**src/rtl/t1_event_recorder_pkg.sv**
```systemverilog
// t1_event_recorder_pkg: shared trigger definitions for the T1 event recorder.
// Holds default field widths and the event-word packing order
// {evnum, time, offset, matched}, MSB first.
package t1_event_recorder_pkg;
  localparam int unsigned SCALER_NUM_L4      = 5;
  localparam int unsigned T1_OFFSET_BITS     = 9;
  localparam int unsigned EV_TIME_BITS       = 32;
  localparam int unsigned EV_NUM_BITS        = 16;
  localparam int unsigned EV_FIFO_DEPTH_LOG2 = 4;
  localparam int unsigned EV_DROP_BITS       = 16;
  function automatic int unsigned event_word_bits(input int unsigned evnum_bits, input int unsigned time_bits,
                                                  input int unsigned offset_bits, input int unsigned num_l4);
    return evnum_bits + time_bits + offset_bits + num_l4;
  endfunction
endpackage

```
**src/rtl/t1_event_fifo.sv**
```systemverilog
// t1_event_fifo: generic synchronous show-ahead FIFO.
// Ports: clk, rst (sync, active high), wr_en/din push, rd_en pop,
// dout head word (0 when empty), full, empty, count occupancy 0..2^DEPTH_LOG2.
module t1_event_fifo #(
  parameter int unsigned WIDTH      = 8,
  parameter int unsigned DEPTH_LOG2 = 4
) (
  input  logic                  clk,
  input  logic                  rst,
  input  logic                  wr_en,
  input  logic [WIDTH-1:0]      din,
  input  logic                  rd_en,
  output logic [WIDTH-1:0]      dout,
  output logic                  full,
  output logic                  empty,
  output logic [DEPTH_LOG2:0]   count
);
  logic [WIDTH-1:0]    mem [2**DEPTH_LOG2];
  logic [DEPTH_LOG2:0] wr_ptr, rd_ptr;
  logic                do_rd, do_wr;
  // extra pointer bit tells full (MSBs differ) from empty (pointers equal)
  assign empty = wr_ptr == rd_ptr;
  assign full  = (wr_ptr ^ rd_ptr) == {1'b1, {DEPTH_LOG2{1'b0}}};
  assign count = wr_ptr - rd_ptr;
  assign do_rd = rd_en & ~empty;
  assign do_wr = wr_en & (~full | do_rd);
  // masking keeps stale contents invisible after reset
  assign dout  = empty ? '0 : mem[rd_ptr[DEPTH_LOG2-1:0]];
  always_ff @(posedge clk)
    if (do_wr) mem[wr_ptr[DEPTH_LOG2-1:0]] <= din;
  always_ff @(posedge clk)
    if (rst) begin
      wr_ptr <= '0;
      rd_ptr <= '0;
    end else begin
      if (do_wr) wr_ptr <= wr_ptr + 1'b1;
      if (do_rd) rd_ptr <= rd_ptr + 1'b1;
    end
endmodule

```
**src/rtl/t1_event_recorder.sv**
```systemverilog
// t1_event_recorder: records accepted T1 pulses as event words into a FIFO stream.
// Ports: clk_i, rst_i (sync, active high); T1_i/T1_offset_i/l4_matched_i trigger input;
// disable_i/disable_ce_i recording disable load; evt_* valid/ready head stream;
// fifo_count_o occupancy; drop_count_o saturating drop count; overflow_o sticky drop flag.
module t1_event_recorder
  import t1_event_recorder_pkg::*;
#(
  parameter int unsigned NUM_L4          = SCALER_NUM_L4,
  parameter int unsigned OFFSET_BITS     = T1_OFFSET_BITS,
  parameter int unsigned TIME_BITS       = EV_TIME_BITS,
  parameter int unsigned EVNUM_BITS      = EV_NUM_BITS,
  parameter int unsigned FIFO_DEPTH_LOG2 = EV_FIFO_DEPTH_LOG2,
  parameter int unsigned DROP_BITS       = EV_DROP_BITS
) (
  input  logic                       clk_i,
  input  logic                       rst_i,
  input  logic                       T1_i,
  input  logic [OFFSET_BITS-1:0]     T1_offset_i,
  input  logic [NUM_L4-1:0]          l4_matched_i,
  input  logic                       disable_i,
  input  logic                       disable_ce_i,
  output logic                       evt_valid_o,
  input  logic                       evt_ready_i,
  output logic [EVNUM_BITS-1:0]      evt_num_o,
  output logic [TIME_BITS-1:0]       evt_time_o,
  output logic [OFFSET_BITS-1:0]     evt_offset_o,
  output logic [NUM_L4-1:0]          evt_matched_o,
  output logic [FIFO_DEPTH_LOG2:0]   fifo_count_o,
  output logic [DROP_BITS-1:0]       drop_count_o,
  output logic                       overflow_o
);
  localparam int unsigned W = event_word_bits(EVNUM_BITS, TIME_BITS, OFFSET_BITS, NUM_L4);
  logic [TIME_BITS-1:0]  tstamp;
  logic [EVNUM_BITS-1:0] evnum;
  logic                  disabled, full, empty, pop, accept, drop;
  logic [W-1:0]          head;
  assign pop    = evt_valid_o & evt_ready_i;
  // a pop on the same edge frees the slot a full FIFO needs
  assign accept = T1_i & ~disabled & (~full | pop);
  assign drop   = T1_i & ~disabled & full & ~pop;
  assign evt_valid_o = ~empty;
  assign {evt_num_o, evt_time_o, evt_offset_o, evt_matched_o} = head;
  always_ff @(posedge clk_i)
    if (rst_i) begin
      tstamp       <= '0;
      evnum        <= '0;
      disabled     <= 1'b0;
      drop_count_o <= '0;
      overflow_o   <= 1'b0;
    end else begin
      tstamp <= tstamp + 1'b1;
      if (disable_ce_i) disabled <= disable_i;
      if (accept) evnum <= evnum + 1'b1;
      if (drop) begin
        if (~&drop_count_o) drop_count_o <= drop_count_o + 1'b1;
        overflow_o <= 1'b1;
      end
    end
  t1_event_fifo #(
    .WIDTH      (W),
    .DEPTH_LOG2 (FIFO_DEPTH_LOG2)
  ) u_fifo (
    .clk   (clk_i),
    .rst   (rst_i),
    .wr_en (accept),
    .din   ({evnum, tstamp, T1_offset_i, l4_matched_i}),
    .rd_en (pop),
    .dout  (head),
    .full  (full),
    .empty (empty),
    .count (fifo_count_o)
  );
endmodule

```
**config.mk**
```make
export PLATFORM = sky130hd
export DESIGN_NAME = t1_event_recorder
export DESIGN_NICKNAME = d
export VERILOG_FILES = /design/src/rtl/t1_event_recorder_pkg.sv /design/src/rtl/t1_event_fifo.sv /design/src/rtl/t1_event_recorder.sv
export SDC_FILE = /design/constraint.sdc
export NUM_CORES = 1
export LEC_CHECK = 0
export ABC_CLOCK_PERIOD_IN_PS = 14800
export CORE_MARGIN = 3
export CORE_UTILIZATION = 60
export CTS_CLUSTER_SIZE = 14
export DETAILED_ROUTE_END_ITERATION = 12
export MAX_ROUTING_LAYER = met4
export PLACE_DENSITY = 0.78
export SYNTH_ARGS = -nofsm -noshare
export SYNTH_HDL_FRONTEND = slang
export SYNTH_SLANG_ARGS = --single-unit
```
**constraint.sdc**
```tcl
create_clock -name clk_i -period 14.8 [get_ports clk_i]
set_input_delay 2.96 -clock clk_i [delete_from_list [all_inputs] [get_ports clk_i]]
set_output_delay 2.96 -clock clk_i [all_outputs]
set_load 0.02 [all_outputs]
```
==> results.cfg, run 1 <==
[pwr]
pwr_cell_area_nw_per_um2 = 145.0
p_leak_nw = 14.18
vdd.ir_drop.worst_mv = 0.09249

[sta]
finalClockSkew_ns = 0.02717
tightestPinTransition_ns = 1.206
hold_viol = 0
period_minus_ws_final_ns = 7.484
final.period_utilization = 0.5057
fmaxAchievable_ghz = 0.1336
final-max-slew-violation-count = 0
setup_repair_after_global_routing_missed_its_margin = false
slew_headroom = 0.1962
setup-tns-final_ns = 0
finalSetupViolations = 0

[grt]
grt_overflow_total = 0
antenna_found_initial = 1
groute.usage.overall = 0.2594
grt_start_max_net_pins = 122
first_global_vias = 21110
global_route_wire_length_before_repair_um = 133600

[worst_hold_path]
worst_hold_path.num_cells = 2
end_of_the_worst_hold_path = overflow_o$_SDFFE_PP0P_
hp_class = reg2reg
worst_hold_startpoint = overflow_o$_SDFFE_PP0P_

[critical_path]
cp-end-kind = output port
worst-path-max-fanout = 50
crit_required_ns = 11.84
worstReg2RegEnd = u_fifo.mem[14][41]$_DFFE_PP_
r2r_cells = 6
cp-start-kind = register
worstSetupPathType = reg2out
regToRegSetupSlack_ns = 10.76
r2r-start = u_fifo.wr_ptr[2]$_SDFFE_PP0P_
critPathArrivalTime_ns = 4.52

[drt]
antenna_violating_nets_post_route = 0
drt_iter0_markers = 2336
routed_via_density = 6.632
firstDrtPassIters = 6
drt_drc_violations_left = 0
postRouteWirelength_um = 87960
routed-via-count = 20410
post_drt_wl_per_cell_um = 28.58

[layout]
final_cell_count_no_fill = 3078
layout.core_utilization = 0.6912
design.final.nets = 2151
area_delta_synth_final_pct = 13.11
proportion_of_layout_cells_with_a_drive_suffix_above_1 = 0.2196

[synth]
synth_top_area_share = 0.7195
synth_most_common_cell = sky130_fd_sc_hd__edfxtp_1
async_reset_ff_frac = 0
net_count_after_synthesis = 2017
synth_ff_type = sky130_fd_sc_hd__edfxtp_1
ys_warn_count = 0
synth_area_um2 = 41400
synth.area.top_cells = sky130_fd_sc_hd__edfxtp_1 72%, sky130_fd_sc_hd__mux4_2 13%, sky130_fd_sc_hd__dfxtp_1 3.9%, sky130_fd_sc_hd__mux2i_1 3.0%, sky130_fd_sc_hd__o22ai_1 0.94%
seq_area_frac_synth = 0.7582
netlist_instances = 1984
synth_edf_count = 992
synth.ff_latch_count = 1072
syn_area_per_cell_um2 = 20.87
synth.cells.most_frequent = 992 x sky130_fd_sc_hd__edfxtp_1, 248 x sky130_fd_sc_hd__mux4_2, 125 x sky130_fd_sc_hd__mux2i_1
yosys.area.top_type = sky130_fd_sc_hd__edfxtp_1
synth_cell_types = 47

[clocking]
later_pin_clock_latency_in_the_skew_report_ns = 0.67
clkSinkCount = 1072
clk_path_buf_depth = 3
cts_post_setup_buffers_inserted = 0
clock_slew_seen_by_the_registers_of_the_worst_setup_and_hold_paths_ns = 0.06
cts-root-buf = sky130_fd_sc_hd__clkbuf_16
cts-resized-gates = 0
cts_inserted_buffers = 102
cts_hold_repair.buffers = 0
cts.htree.levels = 3
tritoncts = built

[floorplan]
die_area_um2 = 72190
die_width_um = 268.7
floorplan.die.height_um = 268.7
initial_core_util = 0.6111
floorplan.io_pins = 105
row_count = 95
fp.coreArea_um2 = 67750

[status]
outcome = finished, final reports clean

[flow_run]
maxCapViolations = 0

[placed_design]
port-buffer-count = 104
place_hpwl_um = 43410
dpl.cell_count = 2887
placer_congestion_estimate = 0.7954
-- power by group --
| group | internal, mW | leakage, nW | switching, mW |
|---|---|---|---|
| combinational | 0.418 | 2.75 | 0.441 |
| sequential | 3.32 | 9.78 | 0.0436 |
| clock | 1.47 | 1.65 | 1.10 |
| total | 5.21 | 14.2 | 1.58 |
-- registers in the layout, summed over array words and instances, names as in the netlist, named ones only --
name,count
u_fifo.wr_ptr,5
evnum,16
drop_count_o,16
tstamp,32
u_fifo.mem,992
overflow_o,1
disabled,1
u_fifo.rd_ptr,5
-- stage by stage --
stage | total power [mW] | worst slack [ns] | area [um2] | hold slack (ns)
2_1_floorplan | 4.000 | 6.275 | 41400 | 0.4766
3_3_place_gp | 4.287 | 7.974 | 43490 | 0.4331
3_5_place_dp | 4.298 | 7.994 | 43490 | 0.4467
4_1_cts | 6.843 | 7.303 | 46830 | 0.4547
5_1_grt | 7.004 | 7.185 | 46830 | 0.4698
6_report | 6.789 | 7.316 | 46830 | 0.4541
-- area by class of cell --
type | instances | area (um2)
Timing Repair Buffer | 139 | 1314
Tap cell | 873 | 1092
Clock inverter | 57 | 548.0
Fill cell | 4012 | 20920
Clock buffer | 133 | 2790
Multi-Input combinational cell | 786 | 9619
Antenna cell | 1 | 2.502
Sequential cell | 1072 | 31400
Inverter | 17 | 63.81
-- metal layers --
layer  up-vias  routed length (um)  GRT usage
met5         -                   0          -
met4         0                2479    0.07740
met3       176                6112    0.03796
met2       889               44520     0.4161
met1     10770               34850     0.3542
li1       8576                   -          -
-- cell families (layout without fill, tap and decap cells) --
group / after synthesis / count (layout) / share of synthesized area
other: 0 / 1 / 0
flip-flops: 1072 / 1072 / 0.7582
multiplexers: 384 / 384 / 0.1681
buffers and inverters: 126 / 346 / 0.01269
AO/OA/AOI/OAI: 162 / 162 / 0.02403
XOR/XNOR: 22 / 22 / 0.004835
AND/OR/NAND/NOR: 205 / 205 / 0.02805
adder cells (fa/ha/maj): 13 / 13 / 0.004110
-- worst max-delay path, cell delays in order, from the launching register on --
cell                              delay (ns)
sky130_fd_sc_hd__dfxtp_4                0.79
sky130_fd_sc_hd__buf_4                  0.84
sky130_fd_sc_hd__buf_4                  0.85
sky130_fd_sc_hd__mux2i_1                0.22
sky130_fd_sc_hd__o22ai_1                0.29
sky130_fd_sc_hd__clkdlybuf4s50_1        0.67
-- cell usage in the layout, fill, tap and decap left out, drive strengths merged, types with 8 or more instances in the layout --
| master | n |
|---|---|
| edfxtp | 992 |
| mux4 | 248 |
| clkbuf | 133 |
| mux2i | 125 |
| clkdlybuf4s50 | 103 |
| dfxtp | 80 |
| o22ai | 62 |
| a21oi | 47 |
| clkinv | 46 |
| nor2 | 43 |
| buf | 36 |
| nand2 | 35 |
| or4 | 33 |
| o31ai | 29 |
| nand3 | 23 |
| inv | 18 |
| xnor2 | 15 |
| o21ai | 14 |
| nor2b | 13 |
| or3 | 13 |
| ha | 12 |
| mux2 | 11 |
| and4 | 10 |
| nand4 | 8 |
| nor4 | 8 |
| bufinv | 8 |
| nor3 | 8 |
-- worst max path at each step --
stage	startpoint	end
2_1_floorplan	evt_ready_i	u_fifo.mem[0][0]$_DFFE_PP_
3_3_place_gp	register	evt_num_o[10]
3_5_place_dp	register	evt_num_o[10]
4_1_cts	register	evt_num_o[10]
5_1_grt	register	evt_num_o[13]
6_report	register	evt_time_o[31]
No activity file was read; power rests on OpenSTA's default activity.
==> run 2: changes to the inputs <==
Settings changed: ABC_CLOCK_PERIOD_IN_PS 14800 to 6070, CORE_UTILIZATION 60 to 55, PLACE_DENSITY 0.78 to 0.75.
Clock period 14.8 ns to 6.07 ns, I/O delays scaled along.
==> results.cfg, run 2 (synthesis results as in run 1) <==
[status]
outcome = finished, final reports clean

[critical_path]
critPathArrivalTime_ns = 4.09
cp-end-kind = output port
worstReg2RegEnd = u_fifo.mem[0][16]$_DFFE_PP_
cp-startpoint = u_fifo.wr_ptr[3]$_SDFFE_PP0P_
crit_path_end = evt_offset_o[0]
r2r-start = u_fifo.wr_ptr[3]$_SDFFE_PP0P_
worst-path-max-fanout = 62
regToRegSetupSlack_ns = 2.49
cp-start-kind = register
r2r_cells = 6
worstSetupPathType = reg2out
crit_required_ns = 4.86

[floorplan]
floorplan.io_pins = 105
die_width_um = 280.4
initial_core_util = 0.5618
floorplan.die.height_um = 280.4
row_count = 99
die_area_um2 = 78600
fp.coreArea_um2 = 73700

[drt]
routed-via-count = 20190
drt_drc_violations_left = 0
antenna_violating_nets_post_route = 0
postRouteWirelength_um = 88660
post_drt_wl_per_cell_um = 27.92
firstDrtPassIters = 5
drt_iter0_markers = 1775
routed_via_density = 6.358

[sta]
final_critical_path_setup_slack_ns = 0.7695
setup-tns-final_ns = 0
tightestPinTransition_ns = 1.141
fmaxAchievable_ghz = 0.1887
finalClockSkew_ns = 0.02694
slew_headroom = 0.2394
final-max-slew-violation-count = 0
setup_repair_after_global_routing_missed_its_margin = false
final.period_utilization = 0.8732
finalSetupViolations = 0
period_minus_ws_final_ns = 5.300
hold_viol = 0

[layout]
area_delta_synth_final_pct = 14.17
regArea_um2 = 31400
proportion_of_layout_cells_with_a_drive_suffix_above_1 = 0.2220
largest_register_ff_count = 992
num-fill-cells = 4693
multiInputGateArea_um2 = 9652
design.final.nets = 2162
most-common-layout-cells = 992 x sky130_fd_sc_hd__edfxtp_1, 248 x sky130_fd_sc_hd__mux4_2, 125 x sky130_fd_sc_hd__mux2i_1
number_of_diodes = 0
most_common_cell_after_layout_fill_and_taps_aside = sky130_fd_sc_hd__edfxtp_1

[worst_hold_path]
hp_class = reg2reg
worst_hold_path.num_cells = 2

[placed_design]
placer_congestion_estimate = 0.8199
dp_slack_ns = 1.507
port-buffer-count = 104
place_hpwl_um = 46420

[grt]
grt_overflow_total = 0
grt_start_max_net_pins = 63
global_route_wire_length_before_repair_um = 134200
antenna_found_initial = 0
first_global_vias = 21010
groute.usage.overall = 0.2379

[clocking]
cts_hold_repair.buffers = 0
clk_path_buf_depth = 3
cts.htree.levels = 3
later_pin_clock_latency_in_the_skew_report_ns = 0.68
tritoncts = built
clock_slew_seen_by_the_registers_of_the_worst_setup_and_hold_paths_ns = 0.06
cts-resized-gates = 0
clkSinkCount = 1072
cts_post_setup_buffers_inserted = 0
cts_inserted_buffers = 104
cts-root-buf = sky130_fd_sc_hd__clkbuf_16

[pwr]
pwr_cell_area_nw_per_um2 = 351.4
p_leak_nw = 14.25
vdd.ir_drop.worst_mv = 0.2304

[flow_run]
maxCapViolations = 0
==> run 2: worst min-delay path by stage <==
stage | end | startpoint | slack, ns
after global routing | overflow_o$_SDFFE_PP0P_ | overflow_o$_SDFFE_PP0P_ | 0.48
after CTS | overflow_o$_SDFFE_PP0P_ | overflow_o$_SDFFE_PP0P_ | 0.47
final | overflow_o$_SDFFE_PP0P_ | overflow_o$_SDFFE_PP0P_ | 0.47
after global placement | overflow_o$_SDFFE_PP0P_ | overflow_o$_SDFFE_PP0P_ | 0.44
after detailed placement | overflow_o$_SDFFE_PP0P_ | overflow_o$_SDFFE_PP0P_ | 0.44
after floorplan | disabled$_SDFFE_PP0P_ | disabled$_SDFFE_PP0P_ | 0.48
==> run 2: per-layer routing <==
| layer | GRT usage | share of wire | vias to the layer above |
|---|---|---|---|
| li1 | - | - | 8615 |
| met3 | 0.03944 | 0.063 | 145 |
| met4 | 0.07796 | 0.028 | 0 |
| met1 | 0.3105 | 0.40 | 10620 |
| met2 | 0.3882 | 0.51 | 802 |
| met5 | - | 0 | - |
==> run 2: cell type report <==
type                       instances  share of cell area
sequential                      1072              0.6643
clock inverter                    52             0.01117
inverter                          17            0.001350
timing repair buffer             148             0.03346
tap                              959             0.02538
multi-input combinational        786              0.2042
clock buffer                     141             0.06014
==> run 2: worst max-delay path, stage by stage, from the launching register on <==
cell,delay [ns]
sky130_fd_sc_hd__dfxtp_1,0.69
sky130_fd_sc_hd__ha_1,0.40
sky130_fd_sc_hd__and4_1,0.27
sky130_fd_sc_hd__nand2_1,0.23
sky130_fd_sc_hd__nand2_4,0.56
sky130_fd_sc_hd__o22ai_1,0.51
sky130_fd_sc_hd__clkdlybuf4s50_1,0.68
==> run 2: report_power, final <==
group / switching [mW] / internal [mW] / leakage [nW]
Sequential: 0.0795 / 8.09 / 9.76
Combinational: 1.10 / 1.04 / 2.83
Clock: 2.69 / 3.60 / 1.66
Total: 3.88 / 12.7 / 14.3
==> run 2: per-stage QoR <==
| step | hold slack (ns) | instances | utilization | total power, mW | cell area (um2) |
|---|---|---|---|---|---|
| 2_1_floorplan | 0.4766 | 1984 | - | 9.748 | 41420 |
| 4_1_cts | 0.4731 | 3175 | 0.6414 | 16.77 | 47270 |
| 3_3_place_gp | 0.4436 | 2982 | 0.5956 | 10.48 | 43900 |
| 6_report | 0.4697 | 3175 | 0.6414 | 16.61 | 47270 |
| 5_1_grt | 0.4821 | 3175 | 0.6414 | 17.19 | 47270 |
| 3_5_place_dp | 0.4450 | 2982 | 0.5956 | 10.51 | 43900 |
==> run 3: changes to the inputs <==
Settings changed: CORE_MARGIN 3 to 1.5.
==> results.cfg, run 3 (synthesis results as in run 1) <==
[pwr]
pwr_cell_area_nw_per_um2 = 355.5
p_leak_nw = 14.28
vdd.ir_drop.worst_mv = 0.2494

[sta]
final.period_utilization = 0.8825
final_critical_path_setup_slack_ns = 0.7131
finalSetupViolations = 0
slew_headroom = 0.1943
setup_repair_after_global_routing_missed_its_margin = false
setup-tns-final_ns = 0
period_minus_ws_final_ns = 5.357
fmaxAchievable_ghz = 0.1867
tightestPinTransition_ns = 1.209
hold_viol = 0
finalClockSkew_ns = 0.02927
final-max-slew-violation-count = 0

[floorplan]
row_count = 100
die_width_um = 277.4
floorplan.io_pins = 105
fp.coreArea_um2 = 74450
floorplan.die.height_um = 277.4
initial_core_util = 0.5561
die_area_um2 = 76930

[layout]
proportion_of_layout_cells_with_a_drive_suffix_above_1 = 0.2218
layout.core_utilization = 0.6371
most_common_cell_after_layout_fill_and_taps_aside = sky130_fd_sc_hd__edfxtp_1
number_of_diodes = 0
area_delta_synth_final_pct = 14.55
design.final.nets = 2156
final_cell_count_no_fill = 3183
most-common-layout-cells = 992 x sky130_fd_sc_hd__edfxtp_1, 248 x sky130_fd_sc_hd__mux4_2, 125 x sky130_fd_sc_hd__mux2i_1
largest_register_ff_count = 992

[drt]
drt_iter0_markers = 1899
firstDrtPassIters = 5
drt_drc_violations_left = 0
antenna_violating_nets_post_route = 0
post_drt_wl_per_cell_um = 27.68
routed-via-count = 20180
routed_via_density = 6.341
postRouteWirelength_um = 88100

[worst_hold_path]
hp_class = reg2reg

[clocking]
later_pin_clock_latency_in_the_skew_report_ns = 0.68
cts-root-buf = sky130_fd_sc_hd__clkbuf_16
cts_post_setup_buffers_inserted = 0
cts_hold_repair.buffers = 0
cts.htree.levels = 3
cts_inserted_buffers = 105
cts-resized-gates = 0
tritoncts = built
clkSinkCount = 1072
clock_slew_seen_by_the_registers_of_the_worst_setup_and_hold_paths_ns = 0.06
clk_path_buf_depth = 3

[grt]
global_route_wire_length_before_repair_um = 133100
antenna_found_initial = 0
grt_start_max_net_pins = 73
groute.usage.overall = 0.2397
grt_overflow_total = 0
first_global_vias = 21060

[critical_path]
worst-path-max-fanout = 62
crit_required_ns = 4.86
cp-end-kind = output port
cp-start-kind = register
cp_slowest_stage_delay_ns = 0.73
crit_path_cell_trace = ha_1, and4_1, nand2_1, nand2b_4, o22ai_1, clkdlybuf4s50_1
critical_path.slowest_cell = sky130_fd_sc_hd__clkdlybuf4s50_1
worstSetupPathType = reg2out
critPathArrivalTime_ns = 4.14

[flow_run]
maxCapViolations = 0

[placed_design]
port-buffer-count = 104
dp_slack_ns = 1.389
placer_congestion_estimate = 0.7785
dpl.cell_count = 2985
place_hpwl_um = 45620

[status]
outcome = finished, final reports clean
==> run 3: cell types whose count changed in the layout (fill, tap and decap cells not counted), sizes merged <==
| cell | previous run | this run |
|---|---|---|
| clkinvlp | 1 | 6 |
| buf | 45 | 38 |
| inv | 22 | 20 |
| clkbuf | 141 | 136 |
| clkinv | 39 | 42 |
| bufinv | 7 | 11 |
==> run 3: area by class of cell <==
cell class                      count  area [um2]
Timing Repair Buffer              141        1554
Fill cell                        4767       27020
Clock buffer                      136        2824
Clock inverter                     62       720.7
Sequential cell                  1072       31400
Multi-Input combinational cell    786        9652
Tap cell                          969        1212
Inverter                           17       63.81
==> run 3: where the power goes <==
group | switching (mW) | leakage [nW] | internal (mW)
Sequential | 0.0885 | 9.76 | 8.09
Combinational | 1.09 | 2.79 | 1.04
Clock | 2.77 | 1.72 | 3.79
Total | 3.95 | 14.3 | 12.9
==> run 3: path summary, 6_finish.rpt <==
kind	from	end	slack, ns	cells past startpoint
min	overflow_o$_SDFFE_PP0P_	overflow_o$_SDFFE_PP0P_	0.46	2
max reg2reg	u_fifo.wr_ptr[2]$_SDFFE_PP0P_	u_fifo.mem[12][28]$_DFFE_PP_	2.36	6
min reg2reg	overflow_o$_SDFFE_PP0P_	overflow_o$_SDFFE_PP0P_	0.46	2
max	u_fifo.wr_ptr[3]$_SDFFE_PP0P_	evt_num_o[1]	0.71	6
==> run 3: per-layer routing <==
layer / wire (um) / vias up / global-route usage
met4: 2162 / 0 / 0.06932
met1: 35040 / 10660 / 0.3124
li1: - / 8592 / -
met5: 0 / - / -
met2: 45600 / 807 / 0.4001
met3: 5294 / 128 / 0.03099
==> run 3: critical path: cells and delay by family (launching register included) <==
family	cells	cell delay, ns
AND/OR/NAND/NOR	3	1.01
buffers and inverters	1	0.73
flip-flops	1	0.69
AO/OA/AOI/OAI	1	0.64
adder cells (fa/ha/maj)	1	0.39
==> run 3: per-stage QoR <==
stage | cell area (um2) | hold slack, ns | power (mW)
6_report | 47430 | 0.4570 | 16.86
4_1_cts | 47430 | 0.4642 | 17.01
5_1_grt | 47430 | 0.4799 | 17.38
2_1_floorplan | 41420 | 0.4766 | 9.748
3_5_place_dp | 43880 | 0.4547 | 10.49
3_3_place_gp | 43880 | 0.4493 | 10.47
